### config.mk
export PLATFORM = sky130hd
export DESIGN_NAME = pipeline_hazard_ctrl
export DESIGN_NICKNAME = d
export VERILOG_FILES = /design/src/rtl/pipeline_hazard_ctrl.sv
export SDC_FILE = /design/constraint.sdc
export NUM_CORES = 1
export LEC_CHECK = 0
export CELL_PAD_IN_SITES_DETAIL_PLACEMENT = 0
export CELL_PAD_IN_SITES_GLOBAL_PLACEMENT = 1
export CORE_ASPECT_RATIO = 1.75
export CORE_MARGIN = 2
export CORE_UTILIZATION = 35
export CTS_CLUSTER_DIAMETER = 100
export DETAILED_ROUTE_END_ITERATION = 12
export DONT_BUFFER_PORTS = 1
export PLACE_DENSITY_LB_ADDON = 0.1
export SLEW_MARGIN = 20
export SYNTH_ARGS = -nofsm -noshare
export SYNTH_HDL_FRONTEND = slang
export SYNTH_SLANG_ARGS = --single-unit
### constraint.sdc
create_clock -name CLK -period 2.3 [get_ports CLK]
set_clock_uncertainty 0.2 [all_clocks]
set_input_delay 0.46 -clock CLK [delete_from_list [all_inputs] [get_ports CLK]]
set_output_delay 0.46 -clock CLK [all_outputs]
set_load 0.005 [all_outputs]
### src/rtl/pipeline_hazard_ctrl.sv
// Hazard and stall controller for the 5-stage pipeline: latch enables/flushes,
// PC control, load-use stall FSM, sticky halt and saturating perf counters.
module pipeline_hazard_ctrl #(
  parameter int REG_W    = 5,
  parameter int CNT_W    = 16,
  parameter int LU_STALL = 1,
  parameter int FWD_EN   = 1
) (
  input  logic             CLK,
  input  logic             RST,
  input  logic             ihit,
  input  logic             dhit,
  input  logic             dmem_req_EX_MEM,
  input  logic             dREN_ID_EX,
  input  logic [REG_W-1:0] Rs_IF_ID,
  input  logic [REG_W-1:0] Rt_IF_ID,
  input  logic             uses_rt_IF_ID,
  input  logic [REG_W-1:0] Rd_ID_EX,
  input  logic             wen_ID_EX,
  input  logic [REG_W-1:0] Rd_EX_MEM,
  input  logic             wen_EX_MEM,
  input  logic             br_taken_EX_MEM,
  input  logic             jump_EX_MEM,
  input  logic             jr_EX_MEM,
  input  logic             halt_MEM_WB,
  output logic             enable_IF_ID,
  output logic             enable_ID_EX,
  output logic             enable_EX_MEM,
  output logic             enable_MEM_WB,
  output logic             flush_IF_ID,
  output logic             flush_ID_EX,
  output logic             flush_EX_MEM,
  output logic             flush_MEM_WB,
  output logic             enable_pc,
  output logic [1:0]       pc_sel,
  output logic             halted,
  output logic [CNT_W-1:0] stall_cnt,
  output logic [CNT_W-1:0] flush_cnt
);

  localparam int LW = $clog2(LU_STALL + 1);

  typedef enum logic [1:0] {RUN, LU, HALT} state_t;

  state_t           state_q, state_d;
  logic [LW-1:0]    lu_q, lu_d;
  logic [CNT_W-1:0] scnt_q, fcnt_q;
  logic             stall_inc, flush_inc;
  logic             redirect, freeze, lu_det, raw;
  logic [1:0]       sel;

  function automatic logic dep(input logic [REG_W-1:0] rs,
                               input logic [REG_W-1:0] rt,
                               input logic             use_rt,
                               input logic [REG_W-1:0] r);
    return (r != '0) && ((rs == r) || (use_rt && (rt == r)));
  endfunction

  assign redirect = br_taken_EX_MEM | jump_EX_MEM | jr_EX_MEM;
  assign freeze   = dmem_req_EX_MEM & ~dhit;
  assign lu_det   = (state_q == RUN) & dREN_ID_EX &
                    dep(Rs_IF_ID, Rt_IF_ID, uses_rt_IF_ID, Rd_ID_EX);
  assign raw      = (FWD_EN == 0) &&
                    ((wen_ID_EX &&
                      dep(Rs_IF_ID, Rt_IF_ID, uses_rt_IF_ID, Rd_ID_EX)) ||
                     (wen_EX_MEM &&
                      dep(Rs_IF_ID, Rt_IF_ID, uses_rt_IF_ID, Rd_EX_MEM)));

  always_comb begin
    sel = 2'b00;
    if (jr_EX_MEM)            sel = 2'b11;
    else if (jump_EX_MEM)     sel = 2'b10;
    else if (br_taken_EX_MEM) sel = 2'b01;
  end

  always_comb begin
    enable_IF_ID  = 1'b0;
    enable_ID_EX  = 1'b0;
    enable_EX_MEM = 1'b0;
    enable_MEM_WB = 1'b0;
    flush_IF_ID   = 1'b0;
    flush_ID_EX   = 1'b0;
    flush_EX_MEM  = 1'b0;
    flush_MEM_WB  = 1'b0;
    enable_pc     = 1'b0;
    pc_sel        = 2'b00;
    halted        = 1'b0;
    state_d       = state_q;
    lu_d          = lu_q;
    stall_inc     = 1'b0;
    flush_inc     = 1'b0;
    if (RST) begin
      flush_IF_ID  = 1'b1;
      flush_ID_EX  = 1'b1;
      flush_EX_MEM = 1'b1;
      flush_MEM_WB = 1'b1;
    end else if (state_q == HALT) begin
      flush_IF_ID  = 1'b1;
      flush_ID_EX  = 1'b1;
      flush_EX_MEM = 1'b1;
      halted       = 1'b1;
    end else if (halt_MEM_WB) begin
      enable_MEM_WB = 1'b1;
      state_d       = HALT;
    end else if (freeze) begin
      stall_inc = 1'b1;
    end else if (redirect) begin
      enable_IF_ID  = 1'b1;
      enable_ID_EX  = 1'b1;
      enable_EX_MEM = 1'b1;
      enable_MEM_WB = 1'b1;
      flush_IF_ID   = 1'b1;
      flush_ID_EX   = 1'b1;
      flush_EX_MEM  = 1'b1;
      enable_pc     = 1'b1;
      pc_sel        = sel;
      state_d       = RUN;
      lu_d          = '0;
      flush_inc     = 1'b1;
    end else if ((state_q == LU) || lu_det || raw) begin
      // bubble into ID/EX while IF/ID and PC hold the dependent instruction
      enable_ID_EX  = 1'b1;
      enable_EX_MEM = 1'b1;
      enable_MEM_WB = 1'b1;
      flush_ID_EX   = 1'b1;
      stall_inc     = 1'b1;
      if (state_q == LU) begin
        lu_d = (lu_q > LW'(1)) ? lu_q - LW'(1) : '0;
        if (lu_q <= LW'(1)) state_d = RUN;
      end else if (lu_det && (LU_STALL > 1)) begin
        state_d = LU;
        lu_d    = LW'(LU_STALL - 1);
      end
    end else if (!ihit) begin
      enable_IF_ID  = 1'b1;
      enable_ID_EX  = 1'b1;
      enable_EX_MEM = 1'b1;
      enable_MEM_WB = 1'b1;
      flush_IF_ID   = 1'b1;
      stall_inc     = 1'b1;
    end else begin
      enable_IF_ID  = 1'b1;
      enable_ID_EX  = 1'b1;
      enable_EX_MEM = 1'b1;
      enable_MEM_WB = 1'b1;
      enable_pc     = 1'b1;
    end
  end

  always_ff @(posedge CLK or posedge RST) begin
    if (RST) begin
      state_q <= RUN;
      lu_q    <= '0;
      scnt_q  <= '0;
      fcnt_q  <= '0;
    end else begin
      state_q <= state_d;
      lu_q    <= lu_d;
      if (stall_inc && (scnt_q != '1)) scnt_q <= scnt_q + CNT_W'(1);
      if (flush_inc && (fcnt_q != '1)) fcnt_q <= fcnt_q + CNT_W'(1);
    end
  end

  assign stall_cnt = scnt_q;
  assign flush_cnt = fcnt_q;

endmodule

Yosys cells after proc, flatten, opt, wreduce, memory -nomap -nowiden --
Cells that the tools add are included.
Word-level totals: bits in registers 35, bits of input ports 33, output and inout port bits 44, logic and storage cells 108
Operators by class: add/subtract/negate cells 3, order comparisons 2, equal/unequal tests 7, muxes and demuxes 67, bitwise operators 10, reduce and logical (&&, ||, !) cells 15
Operators by type and width (number):
- $mux 1 | 54
- $add 16x1->16 const B | 2
- $ne 16x16->1 const B | 2
- $mux 2 | 13
- $reduce_and 6->1 | 2
- $eq 5x5->1 | 2
- $reduce_bool 3->1 | 3
- $not 1->1 | 5
- $reduce_bool 5->1 | 1
- $logic_and 1x1->1 | 4
- $reduce_bool 2->1 | 2
- $and 1x1->1 | 3
- $eq 2x1->1 const B | 1
- $eq 2x2->1 const B | 1
- $logic_not 2->1 | 1
- $logic_or 1x1->1 | 2
- $ne 2x2->1 const B | 1
- $or 1x1->1 | 2
- $gt 1x1->1 const B | 1
- $le 1x1->1 const B | 1
- $sub 1x1->1 const B | 1

Longest topological paths before layout --
Gate-level depths: netlist of the first run.
depth after elaboration 13, mapped depth 8, gate-level depth less buffers 6

Worst setup path before layout of the first run --
Ideal clock, no wire load.
path kind input to output, from in Rd_ID_EX[3], to out flush_ID_EX, arrival time 1.607 ns, data required time 1.640 ns, slack 0.033 ns, stages 5, buffers on the path 0, cells stage by stage xor2_1 -> nor4_1 -> a32oi_1 -> or3_1 -> o21ai_0
On the way: cells in the longest elaborated chain, start to end 12, elaborated cells between the ends (all ways) 14, those cells by class eq/ne (2); mux (6); bitwise (1); reduce/logical (5)
RTL lines:
- start: declaration | RTL line 18 | input logic [REG_W-1:0] Rd_ID_EX,
- $eq 5x5->1 | RTL line 56 | return (r != '0) && ((rs == r) || (use_rt && (rt == r)));
- $logic_and 1x1->1 | RTL line 56
- $logic_or 1x1->1 | RTL line 56
- $logic_and 1x1->1 (*) | RTL line 56
- $and 1x1->1 (*) | RTL line 61 | assign lu_det = (state_q == RUN) & dREN_ID_EX &
- $logic_or 1x1->1 (*) | RTL line 120 | end else if ((state_q == LU) || lu_det || raw) begin
- $mux 1 (*) | RTL line 120
- $mux 1 (*) | RTL line 107 | end else if (redirect) begin
- $mux 1 (*) | RTL line 105 | end else if (freeze) begin
- $mux 1 (*) | RTL line 102 | end else if (halt_MEM_WB) begin
- $mux 1 (*) | RTL line 97 | end else if (state_q == HALT) begin
- $mux 1 (*) | RTL line 92 | if (RST) begin
- end: declaration | RTL line 31 | output logic flush_ID_EX,
Every way passes the cells marked *; elsewhere a longest branch is shown, timed or not.

Final worst setup path of the first run --
Same ends and word-level chain as after synthesis.

==> results of run 1 <==
==> final cells by class <==
| class | count | area share |
|---|---|---|
| inverter | 5 | 0.00866 |
| multi-input combinational | 134 | 0.469 |
| clock inverter | 1 | 0.0138 |
| sequential | 33 | 0.381 |
| clock buffer | 7 | 0.0398 |
| timing repair buffer | 16 | 0.0565 |
| tap | 55 | 0.0317 |
==> registers in the layout, summed over array words and instances (netlist names) <==
signal and count:
flush_cnt 16, stall_cnt 16, state_q 1
==> routing by layer <==
layer / routed length (um) / GRT usage / vias to the layer above
li1: - / - / 664
met1: 1470 / 0.160 / 681
met2: 2490 / 0.303 / 43
met3: 261 / 0.0490 / 5
met5: 0 / 0 / -
met4: 59 / 0.0507 / 0
==> through the flow <==
| stage | area, sq um | setup TNS, ps | util | cells |
|---|---|---|---|---|
| floorplan | 1840 | 0 | - | 177 |
| global placement | 1980 | -22.5 | 0.383 | 242 |
| detailed placement | 1980 | -119 | 0.383 | 242 |
| CTS | 2110 | -22.0 | 0.409 | 251 |
| global route | 2170 | -92.2 | 0.420 | 251 |
| finish | 2170 | 0 | 0.420 | 251 |
==> cell usage after synthesis (all sizes together) <==
cell type	number	area share
nor2b	2	0.0068
nand2	11	0.022
a32oi	1	0.0048
ha	2	0.014
mux2	2	0.012
dfrtp	33	0.45
a21oi	3	0.0081
xnor2	29	0.14
o21ai	3	0.010
buf	5	0.024
xor2	11	0.052
inv	5	0.010
o31ai	2	0.0081
nor3b	1	0.0041
nand3	12	0.038
and4	4	0.022
nand3b	1	0.0041
or4	1	0.0041
o31a	1	0.0048
and3	6	0.022
o21a	2	0.0081
or3	3	0.010
nand4	15	0.059
nor3	6	0.019
a21o	1	0.0041
nor4	3	0.010
nor2	8	0.016
nand2b	3	0.010
nor4b	1	0.0048
==> final timing paths <==
kind	slack, ps	cells after the start	from	to
min in group asynchronous	550	3	RST	flush_cnt[9]$_DFFE_PP0P_
setup / recovery	10	5	Rd_ID_EX[3]	flush_ID_EX
setup reg to reg	160	5	stall_cnt[5]$_DFFE_PP0P_	stall_cnt[1]$_DFFE_PP0P_
hold reg to reg	320	1	stall_cnt[13]$_DFFE_PP0P_	stall_cnt[13]$_DFFE_PP0P_
max in group asynchronous	1050	3	RST	flush_cnt[14]$_DFFE_PP0P_
hold / removal	110	1	halt_MEM_WB	state_q[1]$_DFFE_PP0P_
==> repair_timing <==
| item | CTS | global route |
|---|---|---|
| gates resized for setup | 3 | 9 |
| endpoints found under the setup margin | 2 | 8 |
| hold buffers | 1 | 0 |
| pin swaps | 5 | 4 |
| hold endpoints to repair | 18 | 0 |
==> power by group through the flow <==
stage | sequential (mW) | clock (mW) | combinational, mW
finish | 0.611 | 0.559 | 0.0682
global route | 0.613 | 0.607 | 0.0801
CTS | 0.611 | 0.579 | 0.0621
detailed placement | 0.622 | 0 | 0.0596
global placement | 0.621 | 0 | 0.0572
floorplan | 0.617 | 0 | 0.0447
==> critical path, delay by kind of cell <==
family	cells	cell delay, ps
xor gates and xnor gates	1	170
AOI/OAI and AO/OA	2	310
and+or+nand+nor	2	690
==> logic make-up (layout without fill, tap and decap cells) <==
group	Yosys count	count (layout)	synth area share
fa+ha+maj	2	2	0.0136
buf+inv	10	29	0.0346
flops	33	33	0.448
xor+xnor	40	40	0.190
simple gates	77	77	0.253
compound gates	13	13	0.0482
mux	2	2	0.0122
==> reports/results.tsv, run 1 <==
metric	value	unit
outcome	finished with violations	
failing checks	DRC	
RSZ-0062 raised after global routing	true	
fmax	0.437	GHz
CP peak stage delay	420	ps
critical-path maximum fanout	3	
Worst Setup End Kind	output port	
Chip Width	58.8	um
Synth Register Bits	33	
Pleak	0.926	nW
Via density	5.55	
residual overflow from global routing	0	
share of power burned in the clock network	0.451	
register area	826	sq um
arrival time worst endpoint	1630	ps
Worst-Skew Late Latency	280	ps
area delta synth->final	17.7	%
Post-Synthesis Cells	177	
Place WS	-92.4	ps
initial antenna violation count	0	
largest net degree at the start of global routing	34	
Worst EP required	1640	ps
Post-DRT Antenna Nets	0	
Max-cap violations	0	
layout cells sized above 1	0.214	
Setup-failing EPs final	0	
HP Class	in -> reg	
TritonCTS buffer count	5	
drt wl/cell	17.1	um
cell area after synthesis	1840	sq um
Die Y	100	um
period utilization	0.995	
Setup Fix Bufs, Post-CTS	0	
Fin. Hold Viols	0	
Startpoint Class	input port	
Max clock buf depth	2	
Nets	230	
WS Path Type	in -> out	
Slew headroom	0.703	
Residual DRC	4	
vias in the first global route	1518	
Net Switching	262	uW
CTS clk-pin slew, worst paths	60	ps
row cnt	35	
Cell variety after synth	36	
most common cell after layout, fill and taps aside	dfrtp_1	
H-Tree Depth	2	
area of the multi-input gates	1020	sq um
Layout fillers	543	
most frequent cells in the layout	33 x dfrtp_1, 29 x xnor2_1, 15 x buf_4	
Int Power	976	uW
Seq pwr share	0.493	
first-pass GRT wire length	7270	um
die area	5880	sq um
num ports	77	
fin. max-slew vios	0	
Final Power	1.24	mW
syn nets	212	
sequential area share after synthesis	0.448	
Comb pwr share	0.055	
root buf cell	clkbuf_8	
worst hold slack	113	ps
Crit-path slowest cell	or3_4	
DP HPWL	3290	um
peak supply drop	405	uV
CORE AREA	5170	sq um
Synth warnings	0	
crit path cell chain	xor2_4 -> nor4_4 -> a32oi_1 -> or3_4 -> o21ai_2	
syn avg cell area	10.4	sq um
Period minus WS final	2290	ps
Tightest Pin Transition	442	ps
I/O Buffers	0	
sw frac	0.211	
total wire length	4280	um
total track usage	0.160	
Final Wtd Congestion	0.739	
# diodes	0	
pwr/cell area	571	nW/um^2
CTS Sinks	33	
DR vias	1393	
Pre-Repair DR Iteration Count	8	
Initial DRC Count	63	
Final WS setup	12.2	ps
initial cell density of the core	0.356	
CTS tree	yes	
(Power assumes the default switching activity.)
==> run 2: changes to the inputs <==
- CORE_UTILIZATION: 35 -> 33
- REMOVE_ABC_BUFFERS: not set -> 1
==> run 2 against run 1 <==
Net effect: the run ends with hold timing, setup timing left; routed wire length grew 2.3%; fmax shrank 2.0%; flip-flop and latch count is the same; via count shrank 0.14%; critical path depth grew 1; critical endpoint is now enable_pc; sequential share of layout area shrank 0.65 points; worst hold slack lost 120 ps; cell count grew 9.2%; non-clock buffer count grew 2; first-iteration DRC count shrank 71%; core utilization shrank 1.8 points.
==> reports/results.tsv, run 2 (synthesized netlist as in run 1, its figures left out) <==
metric	value	unit
outcome	finished with violations	
failing checks	hold timing, setup timing	
I/O Buffers	0	
register area	826	sq um
CTS clk-pin slew, worst paths	70	ps
drt wl/cell	16.0	um
Nets	232	
H-Tree Depth	2	
Tightest Pin Transition	416	ps
arrival time worst endpoint	1670	ps
# diodes	0	
Via density	5.08	
hold buffer count at CTS	0	
critical-path maximum fanout	2	
worst hold slack	-10.7	ps
die area	6220	sq um
Worst Setup End Kind	output port	
CTS Sinks	33	
fin. max-slew vios	0	
Worst-Skew Late Latency	280	ps
total track usage	0.148	
Pre-Repair DR Iteration Count	4	
period utilization	1.01	
RSZ-0062 raised after global routing	true	
DR vias	1391	
row cnt	36	
CORE AREA	5500	sq um
Initial DRC Count	18	
first-pass GRT wire length	6830	um
met1 Use GR	0.136	
TritonCTS buffer count	5	
Setup Fix Bufs, Post-CTS	0	
Chip Width	60.5	um
Max-cap violations	0	
Place WS	-193	ps
DP HPWL	3470	um
most common cell after layout, fill and taps aside	dfrtp_1	
area delta synth->final	19.8	%
Die Y	103	um
largest net degree at the start of global routing	34	
Setup-failing EPs final	2	
HP Class	in -> async	
GR peak layer	met2	
most frequent cells in the layout	33 x dfrtp_1, 29 x xnor2_1, 18 x buf_4	
total wire length	4380	um
peak supply drop	298	uV
vias in the first global route	1450	
Pleak	0.931	nW
Final WS setup	-34.1	ps
Fin. Hold Viols	24	
Startpoint Class	input port	
Final Wtd Congestion	0.770	
Final Power	1.10	mW
Slew headroom	0.723	
Layout fillers	575	
met2 Use GR	0.289	
fmax	0.428	GHz
area of the multi-input gates	1050	sq um
layout cells sized above 1	0.242	
Worst EP required	1640	ps
initial antenna violation count	0	
WS Path Type	in -> out	
GR Util met3	0.0439	
Post-DRT Antenna Nets	0	
CTS tree	yes	
Period minus WS final	2330	ps
initial cell density of the core	0.335	
root buf cell	clkbuf_8	
num ports	77	
pwr/cell area	498	nW/um^2
Max clock buf depth	2	
Residual DRC	0	
residual overflow from global routing	0	
run 2: changes by cell type in the layout (fill, tap and decap cells not counted), sizes merged:
cell / before / now
clkbuf: 7 / 6
buf: 15 / 18
bufinv: 1 / 0
dlygate4sd3: 1 / 0
clkinv: 0 / 2
run 2: final timing paths:
check                                     startpoint                         to  slack, ps  cells after the start
min                                              RST  flush_cnt[11]$_DFFE_PP0P_        -10                      2
max                                      Rt_IF_ID[3]                  enable_pc        -30                      6
max reg2reg                   state_q[1]$_DFFE_PP0P_   stall_cnt[6]$_DFFE_PP0P_        110                      7
min in group CLK                         halt_MEM_WB     state_q[1]$_DFFE_PP0P_        100                      1
max in group asynchronous                        RST  stall_cnt[15]$_DFFE_PP0P_       1610                      2
min reg2reg                flush_cnt[13]$_DFFE_PP0P_  flush_cnt[13]$_DFFE_PP0P_        320                      1
run 2: worst max-delay path, cell delays in order:
cell and delay (ps):
xor2_4 170, nor4_4 300, a32oi_2 180, or3_4 420, nand2_2 80, a21oi_2 60
run 2: timing repair:
action,CTS,global route
gates resized for setup,10,7
pin swaps,5,6
hold endpoints to repair,0,0
endpoints found under the setup margin,4,17
run 2: layout make-up:
type / count / area share
tap: 76 / 0.0431
clock inverter: 2 / 0.00454
multi-input combinational: 134 / 0.475
sequential: 33 / 0.374
clock buffer: 6 / 0.0329
timing repair buffer: 18 / 0.0613
inverter: 5 / 0.00851
run 2: where the power goes:
group | leakage [nW] | internal (mW) | switching [mW]
clock | 0.0450 | 0.210 | 0.204
sequential | 0.453 | 0.591 | 0.0165
combinational | 0.433 | 0.0346 | 0.0423
total | 0.931 | 0.835 | 0.263
run 2: per-layer routing:
layer,vias to the layer above,share of wire
met4,0,0.015
met3,7,0.060
li1,662,-
met5,-,0
met2,46,0.59
met1,676,0.33
run 2: through the flow:
stage	cell area [sq um]	instances	util	hold WS [ps]	setup TNS (ps)
after floorplan	1800	172	-	277	-21.1
after global placement	2030	266	0.369	297	-543
after detailed placement	2030	266	0.369	305	-2580
after CTS	2160	274	0.393	0.992	-91.5
after global routing	2210	274	0.401	30.0	-103
final	2210	274	0.401	-10.7	-67.3
==> run 3: changes to the inputs <==
- REMOVE_ABC_BUFFERS: 1 -> not set
==> run 3 against run 2 <==
Net effect: the flow now finishes without violations; sequential power hardly changed; register-to-register slack improved by 80 ps; highest routed layer unchanged; fmax rose by 1.7%; clock power up 36%; power increased by 13%; worst hold slack gained 110 ps; largest cell class unchanged.
==> reports/results.tsv, run 3 (synthesized netlist as in run 1, its figures left out) <==
metric	value	unit
Crit-path slowest cell	or3_4	
Initial DRC Count	41	
Via density	5.16	
CORE AREA	5500	sq um
Final Cell Area	2190	sq um
area delta synth->final	18.7	%
largest net degree at the start of global routing	25	
Period minus WS final	2290	ps
total wire length	4110	um
CTS Sinks	33	
CP peak stage delay	430	ps
Die Y	103	um
vias in the first global route	1423	
DP HPWL	3200	um
H-Tree Depth	2	
most common cell after layout, fill and taps aside	dfrtp_1	
Tightest Pin Transition	452	ps
CTS clk-pin slew, worst paths	60	ps
Buf/Inv on CP	0	
cell class contributing the biggest share of worst-path delay	simple AND/OR/NAND/NOR gates	
Worst Setup End Kind	output port	
Layout fillers	575	
worst hold slack	102	ps
arrival time worst endpoint	1630	ps
layout cells sized above 1	0.205	
Final Wtd Congestion	0.768	
initial cell density of the core	0.335	
peak supply drop	392	uV
critical-path maximum fanout	2	
fin. max-slew vios	0	
Worst-Skew Late Latency	280	ps
die area	6220	sq um
Pre-Repair DR Iteration Count	4	
residual overflow from global routing	0	
period utilization	0.998	
first-pass GRT wire length	6620	um
Pleak	0.919	nW
Slew headroom	0.696	
# diodes	0	
HP Class	in -> reg	
Max-cap violations	0	
outcome	complete, no violations	
Worst EP required	1640	ps
placed cell area	2010	sq um
register area	826	sq um
Nets	229	
Fin. Hold Viols	0	
TritonCTS buffer count	5	
pwr/cell area	566	nW/um^2
row cnt	36	
Residual DRC	0	
Post-DRT Antenna Nets	0	
num ports	77	
I/O Buffers	0	
Startpoint Class	input port	
Setup Fix Bufs, Post-CTS	0	
Max clock buf depth	2	
DR vias	1398	
most frequent cells in the layout	33 x dfrtp_1, 29 x xnor2_1, 14 x nand4_1	
root buf cell	clkbuf_8	
Setup-failing EPs final	0	
total track usage	0.142	
crit path cell chain	xor2_4 -> nor4_2 -> a32oi_1 -> or3_4 -> o21ai_2	
RSZ-0062 raised after global routing	true	
area of the multi-input gates	1000	sq um
drt wl/cell	15.2	um
initial antenna violation count	0	
CTS tree	yes	
WS Path Type	in -> out	
Chip Width	60.5	um
fmax	0.436	GHz
==> run 3: final cells by class <==
class	count	area share
well taps	76	0.0435
clock inverters	1	0.0137
multi-input cells	134	0.458
flip-flops and latches	33	0.378
clock buffers	7	0.0395
repair buffers	15	0.0584
inverters	5	0.00859
==> run 3: per-layer routing <==
metal | up-vias | wire, um | global-route usage
li1 | 656 | - | -
met1 | 676 | 1550 | 0.161
met2 | 60 | 2100 | 0.239
met3 | 6 | 390 | 0.0464
met4 | 0 | 72 | 0.0619
met5 | - | 0 | 0
==> run 3: what timing repair did <==
item / 4_1_cts / 5_1_grt
setup endpoints to repair: 3 / 5
hold buffers: 1 / 0
gates cloned: 0 / 0
pin swaps: 4 / 7
gates resized for setup: 2 / 8
endpoints found under the hold margin: 9 / 0
==> run 3: worst paths after layout <==
| path | end | startpoint | slack, ps | cells after the start |
|---|---|---|---|---|
| setup reg to reg | stall_cnt[14]$_DFFE_PP0P_ | stall_cnt[5]$_DFFE_PP0P_ | 190 | 6 |
| hold / removal | state_q[1]$_DFFE_PP0P_ | halt_MEM_WB | 100 | 1 |
| hold reg to reg | flush_cnt[13]$_DFFE_PP0P_ | flush_cnt[13]$_DFFE_PP0P_ | 320 | 1 |
| max in group asynchronous | flush_cnt[7]$_DFFE_PP0P_ | RST | 840 | 3 |
| min in group asynchronous | stall_cnt[13]$_DFFE_PP0P_ | RST | 410 | 2 |
| setup / recovery | flush_ID_EX | Rt_IF_ID[3] | 6 | 5 |
==> run 3: power breakdown <==
group / total (mW) / switching (mW) / internal, mW
clock: 0.563 / 0.210 / 0.353
combinational: 0.0638 / 0.0330 / 0.0309
sequential: 0.610 / 0.0185 / 0.591
==> run 3: stage by stage <==
stage          setup TNS [ps]  instances  utilization  setup WS, ps  power (mW)
2_1_floorplan               0        177            -          32.9       0.662
3_3_place_gp            -81.8        262        0.366         -73.7       0.678
3_5_place_dp            -92.4        262        0.366         -71.8       0.681
4_1_cts                -0.457        271        0.389        -0.457        1.26
5_1_grt                  -159        271        0.398         -78.7        1.30
6_report                    0        271        0.398          5.72        1.24
